==> src/rtl/ccff_ctrl_pkg.sv <==
// Shared types and constants for the configuration-chain load controller.
// Holds the FSM state encoding and the default integrity preamble.
package ccff_ctrl_pkg;

  typedef enum logic [1:0] {
    ST_IDLE = 2'd0,
    ST_PRE  = 2'd1,
    ST_LOAD = 2'd2,
    ST_FIN  = 2'd3
  } ccff_state_e;

  localparam logic [7:0] CCFF_PREAMBLE_DEFAULT = 8'hA5;
  localparam int         PRE_LEN               = 8;
  localparam int         WORD_W                = 8;

endpackage

==> src/rtl/ccff_word_serializer.sv <==
// One-word shifter plus one-word holding register turning bitstream bytes
// into a serial MSB-first bit stream for the configuration chain.
module ccff_word_serializer
  import ccff_ctrl_pkg::*;
(
  input  logic              clk,
  input  logic              rst,
  input  logic              flush,
  input  logic              load_en,
  input  logic [WORD_W-1:0] bs_data,
  input  logic              bs_valid,
  output logic              bs_ready,
  input  logic              pop,
  output logic              bit_avail,
  output logic              bit_out
);

  logic [WORD_W-1:0] sh_q;
  logic [WORD_W-1:0] hold_q;
  logic [3:0]        cnt_q;
  logic              hold_vld_q;
  logic              accept;
  logic              drain;

  // A word is taken only while the holding register is free, so at most
  // two words are ever buffered.
  assign bs_ready  = load_en && !hold_vld_q;
  assign accept    = bs_valid && bs_ready;
  assign bit_avail = (cnt_q != 4'd0);
  assign bit_out   = sh_q[WORD_W-1];

  // The shifter is empty now or becomes empty at this edge; refilling it
  // in the same edge is what avoids bubbles between words.
  assign drain = (cnt_q == 4'd0) || ((cnt_q == 4'd1) && pop);

  always_ff @(posedge clk) begin
    if (rst || flush) begin
      sh_q       <= '0;
      hold_q     <= '0;
      cnt_q      <= 4'd0;
      hold_vld_q <= 1'b0;
    end else begin
      if (drain && hold_vld_q) begin
        sh_q       <= hold_q;
        cnt_q      <= 4'd8;
        hold_vld_q <= 1'b0;
      end else if (drain && accept) begin
        sh_q  <= bs_data;
        cnt_q <= 4'd8;
      end else if (pop) begin
        sh_q  <= {sh_q[WORD_W-2:0], 1'b0};
        cnt_q <= cnt_q - 4'd1;
      end

      if (accept && !drain) begin
        hold_q     <= bs_data;
        hold_vld_q <= 1'b1;
      end
    end
  end

endmodule

==> src/rtl/ccff_load_ctrl.sv <==
// Configuration-chain load controller: shifts a preamble then CHAIN_LEN
// payload bits into the chain and checks the preamble emerging at the tail.
module ccff_load_ctrl
  import ccff_ctrl_pkg::*;
#(
  parameter int         CHAIN_LEN = 64,
  parameter logic [7:0] PREAMBLE  = CCFF_PREAMBLE_DEFAULT
) (
  input  logic       prog_clk,
  input  logic       pReset,
  input  logic       start,
  input  logic       abort,
  input  logic [7:0] bs_data,
  input  logic       bs_valid,
  output logic       bs_ready,
  output logic       ccff_head,
  output logic       ccff_shift_en,
  input  logic       ccff_tail,
  output logic       busy,
  output logic       done,
  output logic       cfg_err
);

  localparam int CW    = $clog2(CHAIN_LEN + 1);
  localparam int WORDS = CHAIN_LEN / WORD_W;
  localparam int WW    = $clog2(WORDS + 1);

  ccff_state_e state_q, state_d;
  logic [CW-1:0] bit_cnt_q, bit_cnt_d;
  logic [WW-1:0] word_cnt_q, word_cnt_d;
  logic          cfg_err_q, cfg_err_d;
  logic          head_q, head_d;
  logic          shift_en;
  logic          flush;
  logic          load_en;
  logic          pop;
  logic          bit_avail;
  logic          bit_out;
  logic          in_tail;
  logic [2:0]    pat_idx;

  ccff_word_serializer u_ser (
    .clk      (prog_clk),
    .rst      (pReset),
    .flush    (flush),
    .load_en  (load_en),
    .bs_data  (bs_data),
    .bs_valid (bs_valid),
    .bs_ready (bs_ready),
    .pop      (pop),
    .bit_avail(bit_avail),
    .bit_out  (bit_out)
  );

  // CHAIN_LEN is a multiple of 8, so the low three counter bits select the
  // preamble bit both while sending it and while checking it at the tail.
  assign pat_idx = ~bit_cnt_q[2:0];
  assign in_tail = (bit_cnt_q >= CW'(CHAIN_LEN - PRE_LEN));
  assign pop     = (state_q == ST_LOAD) && bit_avail;

  always_ff @(posedge prog_clk) begin
    if (pReset) begin
      state_q    <= ST_IDLE;
      bit_cnt_q  <= '0;
      word_cnt_q <= '0;
      cfg_err_q  <= 1'b0;
      head_q     <= 1'b0;
    end else begin
      state_q    <= state_d;
      bit_cnt_q  <= bit_cnt_d;
      word_cnt_q <= word_cnt_d;
      cfg_err_q  <= cfg_err_d;
      head_q     <= head_d;
    end
  end

  always_comb begin
    state_d    = state_q;
    bit_cnt_d  = bit_cnt_q;
    word_cnt_d = word_cnt_q;
    cfg_err_d  = cfg_err_q;
    head_d     = head_q;
    shift_en   = 1'b0;
    busy       = 1'b0;
    done       = 1'b0;
    flush      = 1'b0;
    load_en    = 1'b0;

    case (state_q)
      ST_IDLE: begin
        if (start) begin
          state_d    = ST_PRE;
          bit_cnt_d  = '0;
          word_cnt_d = '0;
          cfg_err_d  = 1'b0;
          flush      = 1'b1;
        end
      end

      ST_PRE: begin
        busy     = 1'b1;
        load_en  = (word_cnt_q < WW'(WORDS));
        shift_en = 1'b1;
        head_d   = PREAMBLE[pat_idx];
        if (bit_cnt_q == CW'(PRE_LEN - 1)) begin
          state_d   = ST_LOAD;
          bit_cnt_d = '0;
        end else begin
          bit_cnt_d = bit_cnt_q + CW'(1);
        end
      end

      ST_LOAD: begin
        busy    = 1'b1;
        load_en = (word_cnt_q < WW'(WORDS));
        if (bit_avail) begin
          shift_en  = 1'b1;
          head_d    = bit_out;
          bit_cnt_d = bit_cnt_q + CW'(1);
          if (in_tail && (ccff_tail != PREAMBLE[pat_idx])) begin
            cfg_err_d = 1'b1;
          end
          if (bit_cnt_q == CW'(CHAIN_LEN - 1)) begin
            state_d = ST_FIN;
          end
        end
      end

      ST_FIN: begin
        done    = 1'b1;
        state_d = ST_IDLE;
      end

      default: state_d = ST_IDLE;
    endcase

    if (busy && bs_valid && bs_ready) begin
      word_cnt_d = word_cnt_q + WW'(1);
    end

    // Abort takes effect at this edge; the current cycle completes normally.
    if (busy && abort) begin
      state_d    = ST_IDLE;
      bit_cnt_d  = '0;
      word_cnt_d = '0;
      cfg_err_d  = 1'b1;
      flush      = 1'b1;
    end
  end

  // During a stall head_d keeps head_q, so the head bit stays put.
  assign ccff_head     = head_d;
  assign ccff_shift_en = shift_en;
  assign cfg_err       = cfg_err_q;

endmodule

==> config.mk <==
export PLATFORM = sky130hd
export DESIGN_NAME = ccff_load_ctrl
export DESIGN_NICKNAME = d
export VERILOG_FILES = /design/src/rtl/ccff_ctrl_pkg.sv /design/src/rtl/ccff_word_serializer.sv /design/src/rtl/ccff_load_ctrl.sv
export SDC_FILE = /design/constraint.sdc
export NUM_CORES = 1
export LEC_CHECK = 0
export BUFFER_PORTS_ARGS = -buffer_cell sky130_fd_sc_hd__buf_2
export CAP_MARGIN = 20
export CORE_MARGIN = 2
export CORE_UTILIZATION = 30
export DETAILED_ROUTE_END_ITERATION = 8
export PLACE_DENSITY = 0.44
export SLEW_MARGIN = 0
export SYNTH_ARGS = -nofsm -noshare
export SYNTH_HDL_FRONTEND = slang
export SYNTH_HIERARCHICAL = 1
export SYNTH_SLANG_ARGS = --single-unit
==> constraint.sdc <==
create_clock -name prog_clk -period 2.8 [get_ports prog_clk]
set_input_delay 0.14 -clock prog_clk [delete_from_list [all_inputs] [get_ports prog_clk]]
set_output_delay 0.14 -clock prog_clk [all_outputs]
set_load 0.05 [all_outputs]
Yosys cells after proc, flatten, opt, wreduce, memory -nomap -nowiden
Memories as Yosys holds them, arrays and structs flattened.
Index checks and enable logic that the tools add are counted.
{"block": "op_classes", "n_eq_ne": 14, "bitwise": 1, "reduce_logical": 31, "magnitude_cmp": 3, "n_mux": 36, "addsub": 3}
{"operator": "$mux W4", "count": 6}
{"operator": "$mux W8", "count": 3}
{"operator": "$mux W7", "count": 3}
{"operator": "$pmux W7 S3", "count": 1}
{"operator": "$mux W1", "count": 15}
{"operator": "$logic_and A1 B1 Y1", "count": 11}
{"operator": "$reduce_bool A3 Y1", "count": 3}
{"operator": "$mux W2", "count": 4}
{"operator": "$pmux W2 S4", "count": 1}
{"operator": "$reduce_and A4 Y1", "count": 2}
{"operator": "$add A7 B1 Y7 const B", "count": 1}
{"operator": "$eq A7 B3 Y1 const B", "count": 1}
{"operator": "$eq A7 B6 Y1 const B", "count": 1}
{"operator": "$ge A7 B6 Y1 const B", "count": 1}
{"operator": "$ne A2 B2 Y1 const B", "count": 3}
{"operator": "$pmux W1 S2", "count": 3}
{"operator": "$reduce_bool A2 Y1", "count": 3}
{"operator": "$add A4 B1 Y4 const B", "count": 1}
{"operator": "$eq A2 B2 Y1 const B", "count": 2}
{"operator": "$eq A4 B1 Y1 const B", "count": 1}
{"operator": "$logic_not A4 Y1", "count": 1}
{"operator": "$lt A3 B4 Y1 const B", "count": 1}
{"operator": "$lt A4 B4 Y1 const B", "count": 1}
{"operator": "$reduce_bool A4 Y1", "count": 1}
{"operator": "15 further kinds", "count": 18}
{"block": "totals", "regBits": 36, "inputBits": 14, "mem_count": 1, "out_inout_bits": 6, "mem_bits_ro": 8, "wordCells": 99}
{"memory": "(no name shown)", "depth": 8, "width": 1, "read_ports": 1, "rd_ports_with_merged_regs": 0, "wr": 0, "line_no": "ccff_load_ctrl.sv:120", "source": "if (in_tail && (ccff_tail != PREAMBLE[pat_idx])) begin"}

Logic depth before layout (Yosys ltp)
Gate-level depths: netlist (run 1).
{"block": "depth", "ltp_word": 9, "depth_mapped": 10, "ltp_nobuf": 9}

By module
Netlist (run 1), hierarchy kept.
{"module": "ccff_word_serializer", "area_per_inst_um2": 1029.7, "n_inst": 1, "seq_area_each_um2": 420.4, "cells_per_inst": 106}
{"module": "ccff_load_ctrl", "area_per_inst_um2": 938.4, "n_inst": 1, "seq_area_each_um2": 300.3, "cells_per_inst": 116}

Worst setup path before layout (run 1)
OpenSTA, ideal clock, no wires.
{"block": "synth_timing", "path_kind": "flip-flop to flip-flop", "from": "register state_q[1]", "to": "register word_cnt_q[2]", "t_arrival_ns": 2.879, "slack_ns": -0.204, "path_buffers": 1, "setup_time_ns": 0.124, "synth_period_minus_slack_ns": 3.004, "path_stages_with_launch": 11, "required_ns": 2.676, "cell_sequence": "dfxtp_1 -> inv_1 -> ha_1 -> clkbuf_1 -> inv_1 -> nor2_1 -> nor2b_1 -> and3_1 -> a21oi_1 -> o21ai_0 -> a21oi_1"}
{"block": "synth_via", "elab_chain_len": 7, "elab_cells_between_ends": 15}
{"item": "start: declaration", "line_no": "ccff_load_ctrl.sv:28", "source": "ccff_state_e state_q, state_d;"}
{"item": "start signal: assignment", "line_no": "ccff_load_ctrl.sv:69", "source": "state_q <= state_d;"}
{"item": "$eq A2 B2 Y1 / $eq A2 B1 Y1 (equally long branches)", "line_no": "ccff_load_ctrl.sv:89", "source": "case (state_q)"}
{"item": "$reduce_or A2 Y1 (no line) *"}
{"item": "$mux W1 *", "line_no": "ccff_load_ctrl.sv:89"}
{"item": "via busy", "line_no": "ccff_load_ctrl.sv:19", "source": "output logic busy,"}
{"item": "$logic_and A1 B1 Y1 (2 in series)", "line_no": "ccff_load_ctrl.sv:137", "source": "if (busy && bs_valid && bs_ready) begin"}
{"item": "$reduce_bool A2 Y1 (no line)"}
{"item": "$reduce_and A2 Y1 (no line)"}
{"item": "end signal: assignment", "line_no": "ccff_load_ctrl.sv:71", "source": "word_cnt_q <= word_cnt_d;"}
{"item": "end: declaration", "line_no": "ccff_load_ctrl.sv:30", "source": "logic [WW-1:0] word_cnt_q, word_cnt_d;"}
Mark *: on every way through the listed nets, which the timed path passes. The rest lies on a longest branch.
A chain may end at the register's enable or synchronous reset.

Worst setup path after layout (run 1)
{"block": "layout_timing", "from": "register u_ser.cnt_q[0]", "to": "output ccff_head"}
{"block": "layout_via", "elab_chain_len": 3}
{"item": "start: declaration", "line_no": "ccff_word_serializer.sv:20", "source": "logic [3:0] cnt_q;"}
{"item": "start signal: assignment", "line_no": "ccff_word_serializer.sv:52", "source": "cnt_q <= cnt_q - 4'd1;"}
{"item": "$reduce_bool A4 Y1", "line_no": "ccff_word_serializer.sv:29", "source": "assign bit_avail = (cnt_q != 4'd0);"}
{"item": "via bit_avail", "line_no": "ccff_load_ctrl.sv:37", "source": "logic bit_avail;"}
{"item": "$mux W1", "line_no": "ccff_load_ctrl.sv:116", "source": "if (bit_avail) begin"}
{"item": "$pmux W1 S2", "line_no": "ccff_load_ctrl.sv:89"}
{"item": "end: declaration", "line_no": "ccff_load_ctrl.sv:16", "source": "output logic ccff_head,"}
The timed path passes the listed nets, and every way through them passes these cells.

==> impl_metrics.prom, run 1 <==
# TYPE chip_impl_metric gauge
chip_impl_info{name="status",value="finished clean"} 1
chip_impl_metric{name="grt_first_pass_wirelength",unit="mm"} 7.69
chip_impl_metric{name="number_of_buffers_added_by_the_clock_tree_synthesis_step",unit=""} 5
chip_impl_metric{name="cts_hold_buffers",unit=""} 0
chip_impl_metric{name="layout_skew",unit="ps"} 8.50
chip_impl_metric{name="place_ws",unit="ps"} 427
chip_impl_metric{name="yosysWarningCount",unit=""} 6
chip_impl_metric{name="grt.overflow.total",unit=""} 0
chip_impl_info{name="end_kind",value="output pin"} 1
chip_impl_metric{name="multiInputGateArea",unit="sq um"} 1180
chip_impl_metric{name="post-route-cell-area",unit="sq um"} 2230
chip_impl_metric{name="synth_nets",unit=""} 247
chip_impl_metric{name="finalPower",unit="mW"} 1.82
chip_impl_metric{name="wl",unit="mm"} 4.54
chip_impl_metric{name="postCtsResizedCells",unit=""} 0
chip_impl_metric{name="insertion_delay",unit="ps"} 290
chip_impl_metric{name="yosysTopAreaCellShare",unit=""} 0.366
chip_impl_metric{name="max_freq",unit="MHz"} 396
chip_impl_info{name="clock_root_cell",value="sky130_fd_sc_hd__clkbuf_8"} 1
chip_impl_metric{name="synthToLayoutAreaGrowth",unit="%"} 13.3
chip_impl_info{name="cts_tree",value="yes"} 1
chip_impl_metric{name="grt_antenna_before_repair",unit=""} 0
chip_impl_info{name="setup_repair_after_global_routing_missed_its_margin",value="no"} 1
chip_impl_info{name="yosys.cell_count.top_type",value="sky130_fd_sc_hd__dfxtp_1"} 1
chip_impl_metric{name="cts_max_path_buffers",unit=""} 2
chip_impl_info{name="synth_top_cells_by_count",value="36 x sky130_fd_sc_hd__dfxtp_1, 26 x sky130_fd_sc_hd__nor2_1, 11 x sky130_fd_sc_hd__a22o_1, 11 x sky130_fd_sc_hd__ha_1, 11 x sky130_fd_sc_hd__nor3_1"} 1
chip_impl_metric{name="place_area",unit="sq um"} 2130
chip_impl_metric{name="clkTransAtPathRegs",unit="ps"} 70
chip_impl_metric{name="maxCapViolCount",unit=""} 0
chip_impl_metric{name="placedCellCount",unit=""} 312
chip_impl_metric{name="timing.setup.tns",unit="ps"} 0
chip_impl_metric{name="dpl.hpwl",unit="mm"} 3.29
chip_impl_metric{name="number_of_sinks_driven_by_the_clock_tree",unit=""} 36
chip_impl_metric{name="synth.yosys.seq_area_share",unit=""} 0.366
chip_impl_metric{name="drc",unit=""} 0
chip_impl_metric{name="die_height",unit="microns"} 85.0
chip_impl_metric{name="fill_cells",unit=""} 671
chip_impl_metric{name="via_count",unit=""} 1624
chip_impl_metric{name="asyncSetResetFlopFracSynth",unit=""} 0
chip_impl_metric{name="timing.critical_path.fanout_max",unit=""} 8
chip_impl_metric{name="num-nets-final",unit=""} 267
chip_impl_info{name="critical_path_class",value="reg -> out"} 1
chip_impl_metric{name="area.sequential",unit="sq um"} 721
chip_impl_metric{name="post_synth_design_cell_area",unit="sq um"} 1970
chip_impl_metric{name="routabilityCongestion",unit=""} 0.727
chip_impl_info{name="worst_hold_path_type",value="in -> reg"} 1
chip_impl_metric{name="power_per_cell_area",unit="nW/um^2"} 818
chip_impl_metric{name="portBuffers",unit=""} 19
chip_impl_metric{name="cp_data_arrival_time",unit="ps"} 2380
chip_impl_metric{name="final_period_minus_worst_setup_slack",unit="ps"} 2520
chip_impl_info{name="area_contributors_post_synth",value="sky130_fd_sc_hd__dfxtp_1 37%, sky130_fd_sc_hd__ha_1 7.0%, sky130_fd_sc_hd__nor2_1 5.0%, sky130_fd_sc_hd__a22o_1 4.9%, sky130_fd_sc_hd__mux2i_1 4.6%"} 1
chip_impl_metric{name="floorplan.initialDensity",unit=""} 0.310
chip_impl_metric{name="drt_iter0_markers",unit=""} 62
chip_impl_metric{name="fp-row-count",unit=""} 29
chip_impl_metric{name="synth_area_per_cell",unit="sq um"} 8.87
chip_impl_info{name="setup.worst_path.start_class",value="register"} 1
chip_impl_metric{name="required",unit="ps"} 2660
chip_impl_metric{name="power.static_leakage",unit="nW"} 0.928
chip_impl_metric{name="final_antenna_net_count",unit=""} 0
chip_impl_info{name="yosys_most_used_dff",value="sky130_fd_sc_hd__dfxtp_1"} 1
chip_impl_metric{name="yosys_register_bits",unit=""} 36
chip_impl_metric{name="detail_route.wl_per_cell",unit="microns"} 14.2
chip_impl_metric{name="post_route_cells_drive_above_1_share",unit=""} 0.169
chip_impl_metric{name="grt_start_max_net_pins",unit=""} 22
chip_impl_metric{name="avgViaCountPerCell",unit=""} 5.09
chip_impl_metric{name="die_w",unit="microns"} 85.0
chip_impl_metric{name="period_share",unit=""} 0.901
chip_impl_metric{name="yosys.cell_types.count",unit=""} 52
chip_impl_metric{name="tightest_slew",unit="ps"} 599
chip_impl_info{name="synthDominantAreaCellType",value="sky130_fd_sc_hd__dfxtp_1"} 1
chip_impl_metric{name="count_of_placed_standard_cells_in_the_final_layout_fillers_left_out",unit=""} 319
chip_impl_metric{name="design.portCount",unit=""} 20
chip_impl_info{name="slowest_stage_cell_on_the_critical_path",value="sky130_fd_sc_hd__dfxtp_1"} 1
chip_impl_metric{name="slew-limit-headroom",unit=""} 0.597
chip_impl_metric{name="vdd.ir_drop.worst",unit="uV"} 409
chip_impl_metric{name="timing.final.hold_violations",unit=""} 0
chip_impl_metric{name="number_of_synthesized_flops_with_an_enable_pin",unit=""} 0
chip_impl_metric{name="post_cts_buffers",unit=""} 0
chip_impl_metric{name="drt_first_pass_iters",unit=""} 4
chip_impl_info{name="crit_path_cell_trace",value="inv_1 > ha_1 > nand2_1 > and2_1 > buf_4 > a22oi_1 > o21ai_0 > buf_2"} 1
chip_impl_metric{name="fin_ws",unit="ps"} 277
chip_impl_metric{name="grt_pass1_vias",unit=""} 1594
chip_impl_metric{name="die_area",unit="sq um"} 7220
chip_impl_metric{name="pins_over_their_slew_limit",unit=""} 0
chip_impl_metric{name="antenna_cells",unit=""} 0
chip_impl_metric{name="htree_num_levels",unit=""} 2
chip_impl_metric{name="critPathMaxStageDelay",unit="ps"} 390
chip_impl_metric{name="syn-instance-count",unit=""} 222
chip_impl_metric{name="core_outline_area",unit="sq um"} 6350
chip_impl_metric{name="gr-usage-all-layers",unit=""} 0.133
chip_impl_metric{name="number_of_setup_violations_in_the_final_report",unit=""} 0
==> per-layer routing <==
metal,global-route usage,vias to the layer above,wire length (microns)
met4,0.0346,0,41
met2,0.209,24,1990
met5,0,-,0
met3,0.0370,4,162
met1,0.181,741,2340
li1,-,855,-
==> per-stage QoR <==
step	hold WS [ps]	util
3_3_place_gp	362	0.336
6_report	65.1	0.351
2_1_floorplan	209	-
4_1_cts	47.1	0.351
3_5_place_dp	362	0.336
5_1_grt	67.8	0.351
==> kinds of logic after synthesis <==
family,Yosys count,share of synthesized area
AOI/OAI and AO/OA,58,0.221
DFF,36,0.366
xor gates and xnor gates,5,0.0223
adders and majority gates,11,0.0699
and+or+nand+nor,86,0.237
buffers and inverters,17,0.0375
muxes,9,0.0458
==> layout make-up <==
type                    instances  area share
multi-input cells             169       0.527
flip-flops and latches         36       0.323
repair buffers                 20      0.0460
clock buffers                   7      0.0432
well taps                      77      0.0432
inverters                      10      0.0168
==> sequential cells by signal, summed over array words and instances, names as in the netlist <==
| register | count |
|---|---|
| u_ser/cnt_q | 4 |
| cfg_err | 1 |
| word_cnt_q | 4 |
| u_ser/hold_q | 8 |
| u_ser/sh_q | 8 |
| bit_cnt_q | 7 |
| u_ser/hold_vld_q | 1 |
| state_q | 2 |
| head_q | 1 |
==> placed cells by master (no fill, tap or decap), types with 2 or more instances in the layout <==
cell                       count
sky130_fd_sc_hd__buf_2        19
sky130_fd_sc_hd__nand3_1       7
sky130_fd_sc_hd__a22o_1       11
sky130_fd_sc_hd__o21ai_0      10
sky130_fd_sc_hd__nor4b_1       2
sky130_fd_sc_hd__o21a_1        2
sky130_fd_sc_hd__nand2b_1      5
sky130_fd_sc_hd__dfxtp_1      36
sky130_fd_sc_hd__o21ai_1       3
sky130_fd_sc_hd__inv_1        10
sky130_fd_sc_hd__nor3_1       11
sky130_fd_sc_hd__mux2i_1       9
sky130_fd_sc_hd__and3_1        2
sky130_fd_sc_hd__nor2_1       26
sky130_fd_sc_hd__a21oi_1      10
sky130_fd_sc_hd__nand3b_1      3
sky130_fd_sc_hd__a221oi_1      8
sky130_fd_sc_hd__xor2_1        2
sky130_fd_sc_hd__xnor2_1       3
sky130_fd_sc_hd__nor2b_1       4
sky130_fd_sc_hd__ha_1         11
sky130_fd_sc_hd__clkbuf_8      7
sky130_fd_sc_hd__nand2_1      10
sky130_fd_sc_hd__a21o_1        2
==> power breakdown <==
part | leakage [nW] | switching, mW | total (mW) | internal [mW]
registers | 0.291 | 0.0396 | 0.606 | 0.567
logic | 0.587 | 0.552 | 0.811 | 0.259
clock network | 0.0503 | 0.186 | 0.406 | 0.219
total | 0.928 | 0.778 | 1.82 | 1.05
==> critical path, delay by kind of cell (launching register included) <==
kind	cells	cell delay (ps)
DFF	1	390
and+or+nand+nor	2	460
AOI/OAI and AO/OA	2	360
buffers and inverters	3	620
adders and majority gates	1	280
==> final timing paths <==
check	cells past startpoint	slack, ps	end	startpoint
worst max-delay path	8	280	ccff_head	u_ser/cnt_q[0]$_SDFFE_PP0P_
worst min-delay path	2	70	cfg_err$_SDFFE_PP0P_	pReset
worst max register to register	8	450	u_ser/hold_q[5]$_SDFFE_PP0P_	state_q[0]$_SDFFE_PP0P_
worst min register to register	1	460	word_cnt_q[3]$_SDFFE_PP0P_	word_cnt_q[3]$_SDFFE_PP0P_
(Power assumes the default switching activity.)
==> run 2, diff against run 1 <==
- ABC_AREA: not set -> 1
- clock period: 2.8 -> 2.83 ns (I/O delays scaled with it)
==> impl_metrics.prom, run 2 <==
# TYPE chip_impl_metric gauge
chip_impl_metric{name="cp_data_arrival_time",unit="ps"} 2210
chip_impl_info{name="slowest_stage_cell_on_the_critical_path",value="sky130_fd_sc_hd__ha_1"} 1
chip_impl_metric{name="vdd.ir_drop.worst",unit="uV"} 244
chip_impl_metric{name="insertion_delay",unit="ps"} 290
chip_impl_metric{name="critPathMaxStageDelay",unit="ps"} 500
chip_impl_metric{name="grt_antenna_before_repair",unit=""} 0
chip_impl_metric{name="timing.setup.tns",unit="ps"} 0
chip_impl_metric{name="drt_iter0_markers",unit=""} 75
chip_impl_metric{name="place_area",unit="sq um"} 2470
chip_impl_info{name="cts_tree",value="yes"} 1
chip_impl_metric{name="core_outline_area",unit="sq um"} 7330
chip_impl_metric{name="final_antenna_net_count",unit=""} 0
chip_impl_info{name="mostFrequentLayoutCells",value="55 x sky130_fd_sc_hd__nand2_1, 54 x sky130_fd_sc_hd__inv_1, 36 x sky130_fd_sc_hd__dfxtp_1, 32 x sky130_fd_sc_hd__nor2_1, 27 x sky130_fd_sc_hd__nand3_1"} 1
chip_impl_metric{name="floorplan.initialDensity",unit=""} 0.312
chip_impl_metric{name="avgViaCountPerCell",unit=""} 4.52
chip_impl_metric{name="postCtsResizedCells",unit=""} 0
chip_impl_metric{name="synth.yosys.seq_area_share",unit=""} 0.315
chip_impl_metric{name="synth_area_per_cell",unit="sq um"} 7.11
chip_impl_metric{name="number_of_synthesized_flops_with_an_enable_pin",unit=""} 0
chip_impl_info{name="synth_top_cells_by_count",value="55 x sky130_fd_sc_hd__nand2_1, 54 x sky130_fd_sc_hd__inv_1, 36 x sky130_fd_sc_hd__dfxtp_1"} 1
chip_impl_metric{name="placedCellCount",unit=""} 437
chip_impl_metric{name="count_of_placed_standard_cells_in_the_final_layout_fillers_left_out",unit=""} 444
chip_impl_metric{name="fin_worst_hold_slack",unit="ps"} 93.2
chip_impl_metric{name="final_core_utilization",unit=""} 0.350
chip_impl_metric{name="asyncSetResetFlopFracSynth",unit=""} 0
chip_impl_metric{name="portBuffers",unit=""} 19
chip_impl_metric{name="power.static_leakage",unit="nW"} 1.14
chip_impl_metric{name="number_of_buffers_added_by_the_clock_tree_synthesis_step",unit=""} 5
chip_impl_metric{name="timing.final.hold_violations",unit=""} 0
chip_impl_metric{name="syn-instance-count",unit=""} 322
chip_impl_metric{name="place_ws",unit="ps"} 535
chip_impl_info{name="synthDominantAreaCellType",value="sky130_fd_sc_hd__dfxtp_1"} 1
chip_impl_metric{name="pins_over_their_slew_limit",unit=""} 0
chip_impl_metric{name="yosysTopAreaCellShare",unit=""} 0.315
chip_impl_metric{name="die_w",unit="microns"} 91.3
chip_impl_metric{name="number_of_sinks_driven_by_the_clock_tree",unit=""} 36
chip_impl_metric{name="wl",unit="mm"} 5.26
chip_impl_info{name="critical_path_class",value="reg -> out"} 1
chip_impl_metric{name="critical_path_buf_inv_count",unit=""} 4
chip_impl_metric{name="slew-limit-headroom",unit=""} 0.549
chip_impl_metric{name="tightest_slew",unit="ps"} 673
chip_impl_metric{name="die_area",unit="sq um"} 8340
chip_impl_info{name="yosys_most_used_dff",value="sky130_fd_sc_hd__dfxtp_1"} 1
chip_impl_metric{name="number_of_setup_violations_in_the_final_report",unit=""} 0
chip_impl_metric{name="yosys.cell_types.count",unit=""} 33
chip_impl_metric{name="die_height",unit="microns"} 91.3
chip_impl_info{name="worst_path_dominant_cell_family",value="buffers and inverters"} 1
chip_impl_metric{name="post_synth_design_cell_area",unit="sq um"} 2290
chip_impl_metric{name="clkTransAtPathRegs",unit="ps"} 70
chip_impl_info{name="path_common_cell",value="sky130_fd_sc_hd__inv_1"} 1
chip_impl_metric{name="dpl.hpwl",unit="mm"} 4.05
chip_impl_info{name="layout.cells.most_common",value="sky130_fd_sc_hd__nand2_1"} 1
chip_impl_metric{name="routabilityCongestion",unit=""} 0.791
chip_impl_metric{name="post_cts_buffers",unit=""} 0
chip_impl_metric{name="grt.overflow.total",unit=""} 0
chip_impl_metric{name="finalPower",unit="mW"} 2.24
chip_impl_metric{name="max_freq",unit="MHz"} 426
chip_impl_info{name="end_kind",value="output pin"} 1
chip_impl_metric{name="synth_nets",unit=""} 347
chip_impl_metric{name="grt_first_pass_wirelength",unit="mm"} 8.82
chip_impl_metric{name="fp-row-count",unit=""} 31
chip_impl_metric{name="gr-usage-all-layers",unit=""} 0.132
chip_impl_metric{name="fill_cells",unit=""} 810
chip_impl_metric{name="area.sequential",unit="sq um"} 721
chip_impl_metric{name="post-route-cell-area",unit="sq um"} 2570
chip_impl_info{name="worst_hold_path_type",value="in -> reg"} 1
chip_impl_metric{name="detail_route.wl_per_cell",unit="microns"} 11.9
chip_impl_info{name="setup.worst_path.start_class",value="register"} 1
chip_impl_metric{name="required",unit="ps"} 2690
chip_impl_info{name="clock_root_cell",value="sky130_fd_sc_hd__clkbuf_8"} 1
chip_impl_metric{name="htree_num_levels",unit=""} 2
chip_impl_metric{name="power_per_cell_area",unit="nW/um^2"} 875
chip_impl_metric{name="grt_start_max_net_pins",unit=""} 17
chip_impl_metric{name="yosys_register_bits",unit=""} 36
chip_impl_metric{name="antenna_cells",unit=""} 0
chip_impl_metric{name="cts_max_path_buffers",unit=""} 2
chip_impl_metric{name="timing.critical_path.fanout_max",unit=""} 8
chip_impl_metric{name="layout_skew",unit="ps"} 7.45
chip_impl_metric{name="post_route_cells_drive_above_1_share",unit=""} 0.209
chip_impl_metric{name="drc",unit=""} 0
chip_impl_metric{name="num-nets-final",unit=""} 370
chip_impl_info{name="setup_repair_after_global_routing_missed_its_margin",value="no"} 1
chip_impl_metric{name="yosysWarningCount",unit=""} 6
chip_impl_metric{name="via_count",unit=""} 2006
chip_impl_metric{name="multiInputGateArea",unit="sq um"} 1290
chip_impl_metric{name="period_share",unit=""} 0.830
chip_impl_metric{name="maxCapViolCount",unit=""} 0
chip_impl_metric{name="fin_ws",unit="ps"} 481
chip_impl_info{name="yosys.cell_count.top_type",value="sky130_fd_sc_hd__nand2_1"} 1
chip_impl_info{name="largestRegisters",value="u_ser/hold_q: 8 flops, u_ser/sh_q: 8 flops, bit_cnt_q: 7 flops"} 1
chip_impl_metric{name="design.portCount",unit=""} 20
chip_impl_info{name="crit_path_cell_trace",value="inv_1 > ha_1 > inv_1 > nor2_1 > nand2_1 > inv_1 > buf_2"} 1
chip_impl_info{name="area_contributors_post_synth",value="sky130_fd_sc_hd__dfxtp_1 31%, sky130_fd_sc_hd__nand2_1 9.0%, sky130_fd_sc_hd__inv_1 8.9%, sky130_fd_sc_hd__ha_1 6.0%, sky130_fd_sc_hd__nand3_1 5.9%"} 1
chip_impl_metric{name="cts_hold_buffers",unit=""} 0
chip_impl_info{name="status",value="finished clean"} 1
chip_impl_metric{name="synthToLayoutAreaGrowth",unit="%"} 12.1
chip_impl_metric{name="final_period_minus_worst_setup_slack",unit="ps"} 2350
chip_impl_metric{name="grt_pass1_vias",unit=""} 1869
chip_impl_metric{name="drt_first_pass_iters",unit=""} 4
==> run 2: power breakdown <==
group / internal [mW] / leakage [nW] / switching (mW)
clock network: 0.217 / 0.0503 / 0.189
logic: 0.357 / 0.797 / 0.886
registers: 0.565 / 0.291 / 0.0303
total: 1.14 / 1.14 / 1.11
==> run 2: path summary, 6_finish.rpt <==
path / slack, ps / from / end / cells past startpoint
setup reg to reg: 580 / state_q[1]$_SDFFE_PP0P_ / u_ser/hold_q[3]$_SDFFE_PP0P_ / 9
setup / recovery: 480 / state_q[1]$_SDFFE_PP0P_ / bs_ready / 7
hold reg to reg: 460 / u_ser/hold_q[4]$_SDFFE_PP0P_ / u_ser/hold_q[4]$_SDFFE_PP0P_ / 2
hold / removal: 90 / pReset / head_q$_SDFF_PP0_ / 2
==> run 2: cell families after synthesis <==
| logic type | synth area share |
|---|---|
| AND/OR/NAND/NOR | 0.335 |
| XOR/XNOR | 0.00383 |
| buffers and inverters | 0.120 |
| flip-flops | 0.315 |
| adder cells (fa/ha/maj) | 0.0601 |
| AO/OA/AOI/OAI | 0.166 |
==> run 2: layout make-up <==
| type | count | area share |
|---|---|---|
| Sequential cell | 36 | 0.281 |
| Timing Repair Buffer | 21 | 0.0429 |
| Tap cell | 99 | 0.0483 |
| Multi-Input combinational cell | 223 | 0.504 |
| Inverter | 58 | 0.0868 |
| Clock buffer | 7 | 0.0375 |
==> run 2: routing by layer <==
metal,vias to the layer above,track usage,part of all wire
li1,1081,-,-
met5,-,0,0
met1,881,0.184,0.52
met4,0,0.0492,0.013
met3,6,0.0266,0.034
met2,38,0.201,0.43
